## src/rtl/child_inst_arbiter.sv

```systemverilog
// child_inst_arbiter: round-robin arbiter sharing one resource slot among
// N_REQ child instances. A grant is held until the owner releases it (done
// or dropped request). Optional hold-timeout reclaims the slot from a stuck
// owner; it is built only when CHILD_ARB_TIMEOUT_EN is defined.
module child_inst_arbiter #(
    parameter int N_REQ    = 5,
    parameter int MAX_HOLD = 16,
    parameter int ID_W     = $clog2(N_REQ)
) (
    input  logic              clk,
    input  logic              rst,
    input  logic [N_REQ-1:0]  req,
    input  logic [N_REQ-1:0]  done,
    output logic [N_REQ-1:0]  gnt,
    output logic [ID_W-1:0]   gnt_id,
    output logic              busy,
    output logic              timeout_err
);

    // Reject configurations outside the supported range at elaboration.
    generate
        if (N_REQ < 2 || N_REQ > 8 || MAX_HOLD < 2 || MAX_HOLD > 255) begin : g_bad_param
            $error("child_inst_arbiter: N_REQ or MAX_HOLD out of range");
        end
    endgenerate

    typedef enum logic {IDLE, GRANT} state_t;

    state_t           state;
    logic [ID_W-1:0]  ptr;
    logic [ID_W-1:0]  win;
    logic             found;
    logic             own_release;
    logic             hold_expire;
    logic [ID_W-1:0]  ptr_next;

    // Pick the first requester at or above ptr, wrapping past N_REQ-1.
    always_comb begin
        win   = '0;
        found = 1'b0;
        for (int i = 0; i < N_REQ; i++) begin
            logic [ID_W-1:0] cand;
            cand = ID_W'((int'(ptr) + i) % N_REQ);
            if (!found && req[cand]) begin
                found = 1'b1;
                win   = cand;
            end
        end
    end

    // Owner releases by strobing done or by dropping its request.
    assign own_release = done[gnt_id] | ~req[gnt_id];

    // Next pointer: one past the leaving owner, modulo N_REQ.
    assign ptr_next = (gnt_id == ID_W'(N_REQ - 1)) ? '0 : gnt_id + 1'b1;

`ifdef CHILD_ARB_TIMEOUT_EN
    localparam int HOLD_W = $clog2(MAX_HOLD + 1);
    logic [HOLD_W-1:0] hold_cnt;

    // Expiry fires in the MAX_HOLD-th grant cycle (counter starts at 0).
    assign hold_expire = (hold_cnt == HOLD_W'(MAX_HOLD - 1));
`else
    assign hold_expire = 1'b0;
`endif

    // Arbiter FSM; every output is a register.
    always_ff @(posedge clk or posedge rst) begin
        if (rst) begin
            state       <= IDLE;
            ptr         <= '0;
            gnt         <= '0;
            gnt_id      <= '0;
            busy        <= 1'b0;
            timeout_err <= 1'b0;
`ifdef CHILD_ARB_TIMEOUT_EN
            hold_cnt    <= '0;
`endif
        end else begin
            case (state)
                IDLE: begin
                    timeout_err <= 1'b0;
                    if (found) begin
                        state  <= GRANT;
                        gnt    <= N_REQ'(1) << win;
                        gnt_id <= win;
                        busy   <= 1'b1;
`ifdef CHILD_ARB_TIMEOUT_EN
                        hold_cnt <= '0;
`endif
                    end
                end
                GRANT: begin
`ifdef CHILD_ARB_TIMEOUT_EN
                    if (hold_cnt != HOLD_W'(MAX_HOLD))
                        hold_cnt <= hold_cnt + 1'b1;
`endif
                    // A release in the expiry cycle wins over the timeout.
                    if (own_release || hold_expire) begin
                        state       <= IDLE;
                        gnt         <= '0;
                        busy        <= 1'b0;
                        ptr         <= ptr_next;
                        timeout_err <= ~own_release;
                    end
                end
                default: state <= IDLE;
            endcase
        end
    end

endmodule

```

## config.mk

```make
export PLATFORM = sky130hd
export DESIGN_NAME = child_inst_arbiter
export DESIGN_NICKNAME = d
export VERILOG_FILES = /design/src/rtl/child_inst_arbiter.sv
export SDC_FILE = /design/constraint.sdc
export NUM_CORES = 1
export LEC_CHECK = 0
export CAP_MARGIN = 10
export CORE_MARGIN = 8
export CORE_UTILIZATION = 53
export DETAILED_ROUTE_END_ITERATION = 12
export PLACE_DENSITY = 0.9
export SLEW_MARGIN = 10
export SYNTH_ARGS = -nofsm -noshare
export SYNTH_HDL_FRONTEND = slang
export SYNTH_SLANG_ARGS = --single-unit
export TNS_END_PERCENT = 100
```

## constraint.sdc

```tcl
create_clock -name clk -period 4.08 [get_ports clk]
set_clock_uncertainty 0.2 [all_clocks]
set_input_delay 1.224 -clock clk [delete_from_list [all_inputs] [get_ports clk]]
set_output_delay 1.224 -clock clk [all_outputs]
set_load 0.01 [all_outputs]
```

# Word level (Yosys, flattened, before mapping)
# Cells that the tools add are included.
[classes]
bitwise_logic = 4
eq_ne = 3
div = 5
muxes = 36
add_sub_neg = 5
reduce_logical = 11
n_lt_le_gt_ge = 6
shift = 1
[op_table]
columns = ["cell", "n"]
rows = [
  ["$mod 32x4->32 const B", 4],
  ["$mod 4x4->32 const B", 1],
  ["$lt 3x4->1 const B", 6],
  ["$bmux 1 s3", 7],
  ["$mux 3", 6],
  ["$mux 1", 17],
  ["$mux 5", 2],
  ["$pmux 5 s2", 1],
  ["$add 3x2->4 const B", 2],
  ["$pmux 1 s2", 3],
  ["$reduce_and 2->1", 3],
  ["$shl 1x3->5 const A", 1],
  ["$add 3x1->4 const B", 1],
  ["$add 3x3->4 const B", 1],
  ["$logic_and 1x1->1", 4],
  ["$logic_not 1->1", 4],
  ["$add 3x1->3 const B", 1],
  ["$eq 3x3->1 const B", 1],
  ["$not 1->1", 3],
  ["$ne 2x1->1 const B", 1],
  ["$ne 2x2->1 const B", 1],
  ["$or 1x1->1", 1],
]
[word_totals]
out_inout_bits = 10
in_bits = 12
reg_bits = 14

# Longest topological paths before layout
# Gate-level depths: netlist (run 1).
[logic_depth]
word_depth = 19
depth_mapped = 19
ltp_nobuf = 17

# Worst setup path after synthesis (run 1)
# OpenSTA, ideal clock, no wires.
[synth_timing]
kind = "register to register"
start = "register ptr[0]"
end = "register gnt[2]"
t_arrival_ns = 4.100
slack_ns = -0.341
path_buffers = 2
stages_incl_launch_ff = 18
required_ns = 3.759
setup_ns = 0.121
path_cell_list = "dfrtp_1 > buf_6 > inv_1 > buf_1 > ha_1 > inv_1 > ha_1 > inv_1 > ha_1 > and3b_1 > a2111oi_4 > and4_1 > o32ai_2 > mux2i_1 > a211o_1 > a31o_4 > and2_4 > a22o_1"
[synth_via]
elab_chain_cells = 19
word_cells_on_any_way = 42
classes_between = "4 x add/sub; 5 x div; 1 x eq/ne; 1 x shift; 22 x mux; 9 x reduce/logical"
[synth_rtl]
columns = ["item", "line_no", "rtl"]
rows = [
  ["start, declared", "30", "logic [ID_W-1:0] ptr;"],
  ["start signal, assigned", "103", "ptr <= ptr_next;"],
  ["parallel branches: the longest is 19 deep, another holds $mod 32x4->32", "-", ""],
  ["end signal, assigned", "85", "gnt <= N_REQ'(1) << win;"],
  ["end, declared", "14", "output logic [N_REQ-1:0] gnt,"],
]
# Several ways; the timed one is not identified. The select of a mux whose other input is x is not followed.
# A chain may end at the register's enable or synchronous reset.

# Worst setup path in the final report (run 1)
# Ends and elaborated chain as after synthesis.

==> results.json, run 1 <==
{
  "cts_max_level": 1,
  "yosysMostFrequentCell": "nand2_1",
  "async_flop_share": 1.000,
  "dr.pass1.iters": 5,
  "drc_errors": 0,
  "stdcell_area_mm2": 0.002851,
  "worstSetupStartpointType": "register",
  "clkLatencyLatePin_ns": 0.25,
  "drt_iter0_drc": 199,
  "synth_area_mm2": 0.002261,
  "die_h_um": 81.32,
  "cp_max_fo": 9,
  "yosysTopAreaCell": "dfrtp_1",
  "cts_buffers": 3,
  "met1_usage": 0.2720,
  "cts_tree": "done",
  "ctsHoldBuffers": 0,
  "yosysWarnings": 0,
  "antennaDiodeCount": 0,
  "ys_types": 75,
  "cts_root_buffer": "clkbuf_8",
  "slowest_stage": "dfrtp_2",
  "gr-total-overflow": 0,
  "cap_violations": 0,
  "grt_start_max_net_pins": 26,
  "crit_chain": "inv_2 > ha_2 > inv_1 > ha_4 > inv_1 > ha_1 > and3b_1 > a2111oi_4 > buf_4 > and3_1 > nor3_1 > a22o_2 > a211o_4 > a31o_4 > and2_4 > a22o_1",
  "max_freq_ghz": 0.2525,
  "setup_viol": 0,
  "syn_to_final_growth_pct": 26.12,
  "synthCells": 280,
  "finalHoldViolations": 0,
  "vias": 2414,
  "ff2ff_setup_slack_ns": 0.12,
  "dp_hpwl_um": 5028,
  "fp-row-count": 23,
  "met2_usage": 0.3294,
  "antenna_found_initial": 0,
  "crit_required_ns": 4.02,
  "path_class": "reg2reg",
  "path_clk_slew_ns": 0.06,
  "ys_dominant_reg_cell": "dfrtp_1",
  "grt_pass1_vias": 2336,
  "synth-seq-cells": 14,
  "status": "finished, final reports clean",
  "fin_tns_setup_ns": 0,
  "port_buffers": 21,
  "cpMostUsedCell": "inv_1",
  "drt_wl_total_um": 6680,
  "ioPinCount": 22,
  "synth_fp_nets": 309,
  "cp-end-kind": "register",
  "routedWlPerCell_um": 18.10,
  "fin_nets": 349,
  "globalplace.congestion": 0.9162,
  "clock-sinks": 14,
  "core-area_mm2": 0.004058,
  "fin_crit_ns": 3.961,
  "synth_top_area_frac": 0.1550,
  "clock_tree.buffer_depth": 2,
  "placed_cell_area_mm2": 0.002644,
  "synth_edf_count": 0,
  "yosysSeqAreaShare": 0.1550,
  "relSlewSlack": 0.6131,
  "die_area_mm2": 0.006612,
  "layout_setup_ws_ns": 0.1194,
  "met3_usage": 0.02980,
  "synth.avg_cell_area_um2": 8.075,
  "initial_core_util": 0.5572,
  "slew_violations": 0,
  "grt_pass1_wl_um": 11100,
  "max_stage_delay_ns": 0.41,
  "hold_class": "reg2reg",
  "synthTopCellsByCount": "nand2_1, inv_1, nor2_1",
  "pre_cts_ws_ns": 0.004996,
  "vias_per_cell": 6.542,
  "synthTopCellsByArea": "dfrtp_1, ha_1, nand2_1",
  "drtAntennaViolNets": 0,
  "worstMarginPinSlew_ns": 0.5797,
  "die_x_um": 81.32,
  "grt.busiest_layer": "met2",
  "grtUsageTotal": 0.2045,
  "min_period_over_period": 0.9707,
  "crit_arrival_ns": 3.90,
  "drive_above_1_share": 0.2602
}
## cells by family after synthesis
logic type	share of synthesized area
flip-flops	0.1550
multiplexers	0.08577
adder cells (fa/ha/maj)	0.09408
AO/OA/AOI/OAI	0.3038
buffers and inverters	0.06695
XOR/XNOR	0.03542
AND/OR/NAND/NOR	0.2590
## repair_timing
item | 4_1_cts | 5_1_grt
endpoints found under the setup margin | 0 | 8
gates resized for setup | 0 | 26
buffers inserted | 0 | 4
## sequential cells by signal, indices dropped and copies added, names as in the netlist
register / flops
ptr: 3
gnt_id: 3
gnt: 5
busy: 1
timeout_err: 1
state: 1
## layout by cell type, fill, tap and decap left out, drive strengths merged, types with 7 or more instances in the layout
cell type      synthesis  final
nor2                  20     20
dfrtp                 14     14
nor2b                  7      7
mux2i                  8      8
buf                    8     27
nor3                  11     11
nand3                 10     10
ha                    17     17
clkdlybuf4s50          0     21
inv                   20     20
nand2                 22     22
o21ai                 10     10
a21oi                 17     17
## per-layer routing
layer / vias to the layer above / share of wire
li1: 1144 / -
met1: 1144 / 0.45
met2: 107 / 0.46
met3: 19 / 0.062
met4: 0 / 0.026
met5: - / 0
## layout make-up
cell class,instances,area [um^2]
inverters,20,75.07
well taps,50,62.56
flip-flops and latches,14,352.8
repair buffers,48,416.7
fillers,305,1206
clock buffers,4,55.05
multi-input cells,233,1889
## worst max-delay path, delay by kind of cell (launching register included)
| family | cells | cell delay, ns |
|---|---|---|
| AOI/OAI and AO/OA | 5 | 1.46 |
| adders and majority gates | 3 | 0.77 |
| buffers and inverters | 4 | 0.41 |
| DFF | 1 | 0.41 |
| and+or+nand+nor | 4 | 0.61 |
## path summary, 6_finish.rpt
kind | start | endpoint | depth (start not counted)
max | ptr[0]$_DFFE_PP0P_ | gnt[2]$_DFFE_PP0P_ | 16
min in group asynchronous | rst | gnt[4]$_DFFE_PP0P_ | 2
max reg2reg | ptr[0]$_DFFE_PP0P_ | gnt[2]$_DFFE_PP0P_ | 16
max in group asynchronous | rst | ptr[0]$_DFFE_PP0P_ | 2
min reg2reg | busy$_DFFE_PP0P_ | busy$_DFFE_PP0P_ | 2
min | busy$_DFFE_PP0P_ | busy$_DFFE_PP0P_ | 2
## through the flow
step                      hold WS, ns  utilization  std cells
after floorplan                0.3145            -        280
final                          0.3040       0.7027        369
after CTS                      0.3044       0.6651        365
after global routing           0.3146       0.7027        369
after global placement         0.2621       0.6516        361
after detailed placement       0.2802       0.6516        361
Power of run 1 is left out: the tool's default activity adds up to more than one toggle a clock period on the data nets, which glitch-free logic cannot reach.
==> inputs of run 2 (changes only) <==
- GPL_ROUTABILITY_DRIVEN: default -> 1
==> results of run 2 <==
The final DEF is identical to that of run 1; final timing and power are the same.
Power of run 2 is left out for the same reason.
==> inputs of run 3 (changes only) <==
- HOLD_SLACK_MARGIN: default -> 0.12
==> results of run 3 <==
The final DEF is identical to that of run 1; final timing and power are the same.
Power of run 3 is left out for the same reason.
